--- src/rtl/rca_pkg.sv ---
// Shared width and word type for the ripple-carry adder slice.
package rca_pkg;

  localparam int unsigned RCA_WIDTH = 8;

  typedef logic [RCA_WIDTH-1:0] rca_word_t;

endpackage : rca_pkg

--- src/rtl/rca_8bit_full_adder.sv ---
// One-bit full adder cell; the building block of the ripple chain.
module full_adder (
  input  logic a,
  input  logic b,
  input  logic cin,
  output logic sum,
  output logic cout
);

  logic p;

  assign p    = a ^ b;
  assign sum  = p ^ cin;
  assign cout = (a & b) | (cin & p);

endmodule : full_adder

--- src/rtl/rca_8bit.sv ---
// Ripple-carry adder with a single registered output stage.
// Define RCA_OVERFLOW_EN to add the registered signed-overflow output ovf.
module rca_8bit
  import rca_pkg::*;
#(
  parameter int unsigned WIDTH = RCA_WIDTH
) (
  input  logic             clk,
  input  logic             rst,
  input  logic [WIDTH-1:0] a,
  input  logic [WIDTH-1:0] b,
  input  logic             cin,
  input  logic             in_valid,
  output logic             cout,
  output logic [WIDTH-1:0] sum,
`ifdef RCA_OVERFLOW_EN
  output logic             ovf,
`endif
  output logic             out_valid
);

  logic [WIDTH:0]   c;
  logic [WIDTH-1:0] s;

  assign c[0] = cin;

  // Carry ripples strictly from bit 0 upward, no lookahead.
  for (genvar i = 0; i < WIDTH; i++) begin : g_bit
    full_adder u_fa (
      .a    (a[i]),
      .b    (b[i]),
      .cin  (c[i]),
      .sum  (s[i]),
      .cout (c[i+1])
    );
  end

  // Result register: loads only on valid operands, so idle inputs never leak in.
  always_ff @(posedge clk) begin
    if (rst) begin
      sum       <= '0;
      cout      <= 1'b0;
      out_valid <= 1'b0;
`ifdef RCA_OVERFLOW_EN
      ovf       <= 1'b0;
`endif
    end else begin
      out_valid <= in_valid;
      if (in_valid) begin
        sum  <= s;
        cout <= c[WIDTH];
`ifdef RCA_OVERFLOW_EN
        ovf  <= c[WIDTH] ^ c[WIDTH-1];
`endif
      end
    end
  end

endmodule : rca_8bit

--- config.mk ---
export PLATFORM = sky130hd
export DESIGN_NAME = rca_8bit
export DESIGN_NICKNAME = d
export VERILOG_FILES = /design/src/rtl/rca_pkg.sv /design/src/rtl/rca_8bit_full_adder.sv /design/src/rtl/rca_8bit.sv
export SDC_FILE = /design/constraint.sdc
export NUM_CORES = 1
export LEC_CHECK = 0
export ABC_AREA = 1
export BUFFER_PORTS_ARGS = -buffer_cell sky130_fd_sc_hd__buf_2
export CAP_MARGIN = 20
export CORE_MARGIN = 5
export CORE_UTILIZATION = 36
export CTS_CLUSTER_SIZE = 28
export DETAILED_ROUTE_END_ITERATION = 8
export PLACE_DENSITY = 0.68
export SETUP_SLACK_MARGIN = 0.4
export SLEW_MARGIN = 30
export SYNTH_ARGS = -nofsm -noshare
export SYNTH_HDL_FRONTEND = slang
export SYNTH_SLANG_ARGS = --single-unit
--- constraint.sdc ---
create_clock -name clk -period 4 [get_ports clk]
set_input_delay 0.6 -clock clk [delete_from_list [all_inputs] [get_ports clk]]
set_output_delay 0.6 -clock clk [all_outputs]
set_load 0.05 [all_outputs]
==> results.sh <==
export IMPL_layout_setup_ws_ns=0.476
export IMPL_hold_end="sum[6]$_SDFFE_PP0P_"
export IMPL_hold_viol_final=0
export IMPL_worstSetupEndpointType="flip-flop"
export IMPL_cts_root_buf="clkbuf_4"
export IMPL_p_int_uw=196
export IMPL_cp_start_kind="input pin"
export IMPL_clk_latency_ns=0.26
export IMPL_gr_usage_all_layers=0.102
export IMPL_start_util=0.385
export IMPL_fp_dieW_microns=50.4
export IMPL_power_switching_uw=102
export IMPL_drc=0
export IMPL_hold_buffers=0
export IMPL_grt_max_degree=20
export IMPL_synth_area_per_cell_sq_um=8.15
export IMPL_clock_skew_ns=0
export IMPL_slew_headroom=0.795
export IMPL_fin_setup_tns_ns=0
export IMPL_post_place_ws_ns=0.135
export IMPL_cts_sinks=10
export IMPL_drt_iter0_drc=0
export IMPL_setup_violations=0
export IMPL_clk_pin_slew_ns=0.06
export IMPL_dpl_instance_area_sq_um=733
export IMPL_ir_worst_vdd_mv=0.214
export IMPL_vias=518
export IMPL_fp_dieH_microns=50.4
export IMPL_dp_cells=115
export IMPL_cp_required_ns=4.20
export IMPL_clockPowerShare=0.299
export IMPL_n_fill_cell=169
export IMPL_firstDrtPassIters=1
export IMPL_fin_crit_ns=3.52
export IMPL_path_max_fanout=1
export IMPL_final_cell_mix="29 x buf_2, 19 x nor2_1, 18 x nand2_1, 14 x inv_1, 10 x dfxtp_1"
export IMPL_period_share=0.881
export IMPL_final_area_sq_um=772
export IMPL_portBuffers=29
export IMPL_hpwl_microns=951
export IMPL_antenna_found_initial=0
export IMPL_cts_made_buffers=3
export IMPL_hold_depth=2
export IMPL_synth_nets=100
export IMPL_grt_overflow_total=0
export IMPL_grt_pass1_vias=527
export IMPL_p_leak_nw=0.442
export IMPL_maxCapViolCount=0
export IMPL_area_growth_pct=31.6
export IMPL_ioPinCount=30
export IMPL_synthSimpleGateAreaFrac=0.237
export IMPL_slew_violations=0
export IMPL_ys_seq_area_frac=0.341
export IMPL_seq_area_sq_um=200
export IMPL_synthDistinctLibCells=8
export IMPL_critPathArrivalTime_ns=3.73
export IMPL_nets=132
export IMPL_min_delay_start="sum[6]$_SDFFE_PP0P_"
export IMPL_synth_compound_area_frac=0
export IMPL_wl_microns=1130
export IMPL_crit_type="in -> reg"
export IMPL_synth_cells=72
export IMPL_row_count=14
export IMPL_timing_fmax_mhz=284
export IMPL_p_seq_frac=0.378
export IMPL_hp_class="reg -> reg"
export IMPL_worst_pin_slew_ns=0.308
export IMPL_synth_area_sq_um=587
export IMPL_drive_gt1_frac=0.379
export IMPL_synth_xor_area_frac=0
export IMPL_stdcell_count=119
export IMPL_r2r_worst_path_cells=2
export IMPL_reg2reg_slack_ns=3.45
export IMPL_core_area_sq_mm=0.00152
export IMPL_synth_top_family_by_area="adder cells"
export IMPL_die_area_sq_mm=0.00254
export IMPL_rr_endpoint="sum[7]$_SDFFE_PP0P_"
export IMPL_clockBufferDepth=2
export IMPL_muxShareOfSynthArea=0
export IMPL_synth_seq_cells=10
export IMPL_r2r_start="sum[7]$_SDFFE_PP0P_"
export IMPL_layout_commonest_cell="buf_2"
export IMPL_power_density_mw_per_mm2=386
export IMPL_yosysWarnings=0
export IMPL_place_congestion=0.642
export IMPL_htreeDepth=1
export IMPL_grt_pass1_wl_microns=2070
export IMPL_power_frac_comb=0.322
export IMPL_synth_fa_ha_area_frac=0.273
export IMPL_rsz0062_at_grt="yes"
export IMPL_avgRoutedWirePerCell_microns=9.49
export IMPL_ant_nets=0
export IMPL_avgViaCountPerCell=4.35
export IMPL_tritoncts="yes"
export IMPL_multi_input_area_sq_um=314
export IMPL_n_antenna_cell=0
export IMPL_status="finished clean"
export IMPL_p_sw_frac=0.344
state kept, by name (all words and copies together) (netlist names):
name / count
out_valid: 1
sum: 8
cout: 1
layout make-up:
class                           count  area share
Inverter                           15      0.0729
Timing Repair Buffer               29       0.188
Clock buffer                        4      0.0470
Multi-Input combinational cell     45       0.407
Sequential cell                    10       0.259
Tap cell                           16      0.0259
kinds of logic (layout without fill, tap and decap cells):
logic type	after synthesis	count (layout)
simple gates	37	37
buf+inv	17	48
flops	10	10
fa+ha+maj	8	8
through the flow:
step / hold slack [ns] / power [mW] / util
finish: 0.467 / 0.298 / 0.507
global route: 0.494 / 0.325 / 0.507
CTS: 0.471 / 0.303 / 0.505
detailed placement: 0.462 / 0.213 / 0.481
global placement: 0.455 / 0.209 / 0.481
floorplan: 0.671 / 0.187 / -
synthesized netlist by cell type (all sizes together):
cell	count	area share
nand2	18	0.12
inv	14	0.090
nor2	19	0.12
clkinv	1	0.0064
dfxtp	10	0.34
fa	8	0.27
buf	2	0.053
power groups by stage:
| stage | sequential [mW] | combinational [mW] | clock [mW] |
|---|---|---|---|
| floorplan | 0.147 | 0.0392 | 0 |
| global placement | 0.115 | 0.0943 | 0 |
| detailed placement | 0.115 | 0.0974 | 0 |
| CTS | 0.113 | 0.0976 | 0.0925 |
| global route | 0.114 | 0.110 | 0.101 |
| finish | 0.113 | 0.0961 | 0.0892 |
worst max-delay path by stage:
stage,from,to,cells past startpoint
4_1_cts,a[0],sum[7]$_SDFFE_PP0P_,15
3_3_place_gp,a[0],sum[7]$_SDFFE_PP0P_,15
3_5_place_dp,a[0],sum[7]$_SDFFE_PP0P_,15
2_1_floorplan,a[0],sum[7]$_SDFFE_PP0P_,14
6_report,a[0],sum[7]$_SDFFE_PP0P_,15
5_1_grt,a[0],sum[7]$_SDFFE_PP0P_,15
repair_timing:
item	CTS	global route
gates resized for setup	0	1
hold endpoints to repair	0	0
setup buffers	0	0
setup endpoints to repair	0	1
critical path, stage by stage:
cell	delay (ns)
buf_2	0.10
inv_1	0.07
fa_1	0.16
inv_1	0.05
fa_2	0.35
fa_2	0.37
fa_2	0.34
fa_2	0.34
fa_2	0.35
fa_2	0.33
inv_1	0.08
fa_1	0.41
nand2_1	0.08
nand2_1	0.05
nor2_1	0.07
per-layer routing:
| metal | GRT usage | part of all wire | vias to the layer above |
|---|---|---|---|
| met1 | 0.122 | 0.43 | 236 |
| met2 | 0.167 | 0.47 | 21 |
| met5 | 0 | 0 | - |
| li1 | - | - | 261 |
| met3 | 0.0562 | 0.10 | 0 |
| met4 | 0.0128 | 0 | 0 |
Note: power is estimated with default switching activity, not from simulation.
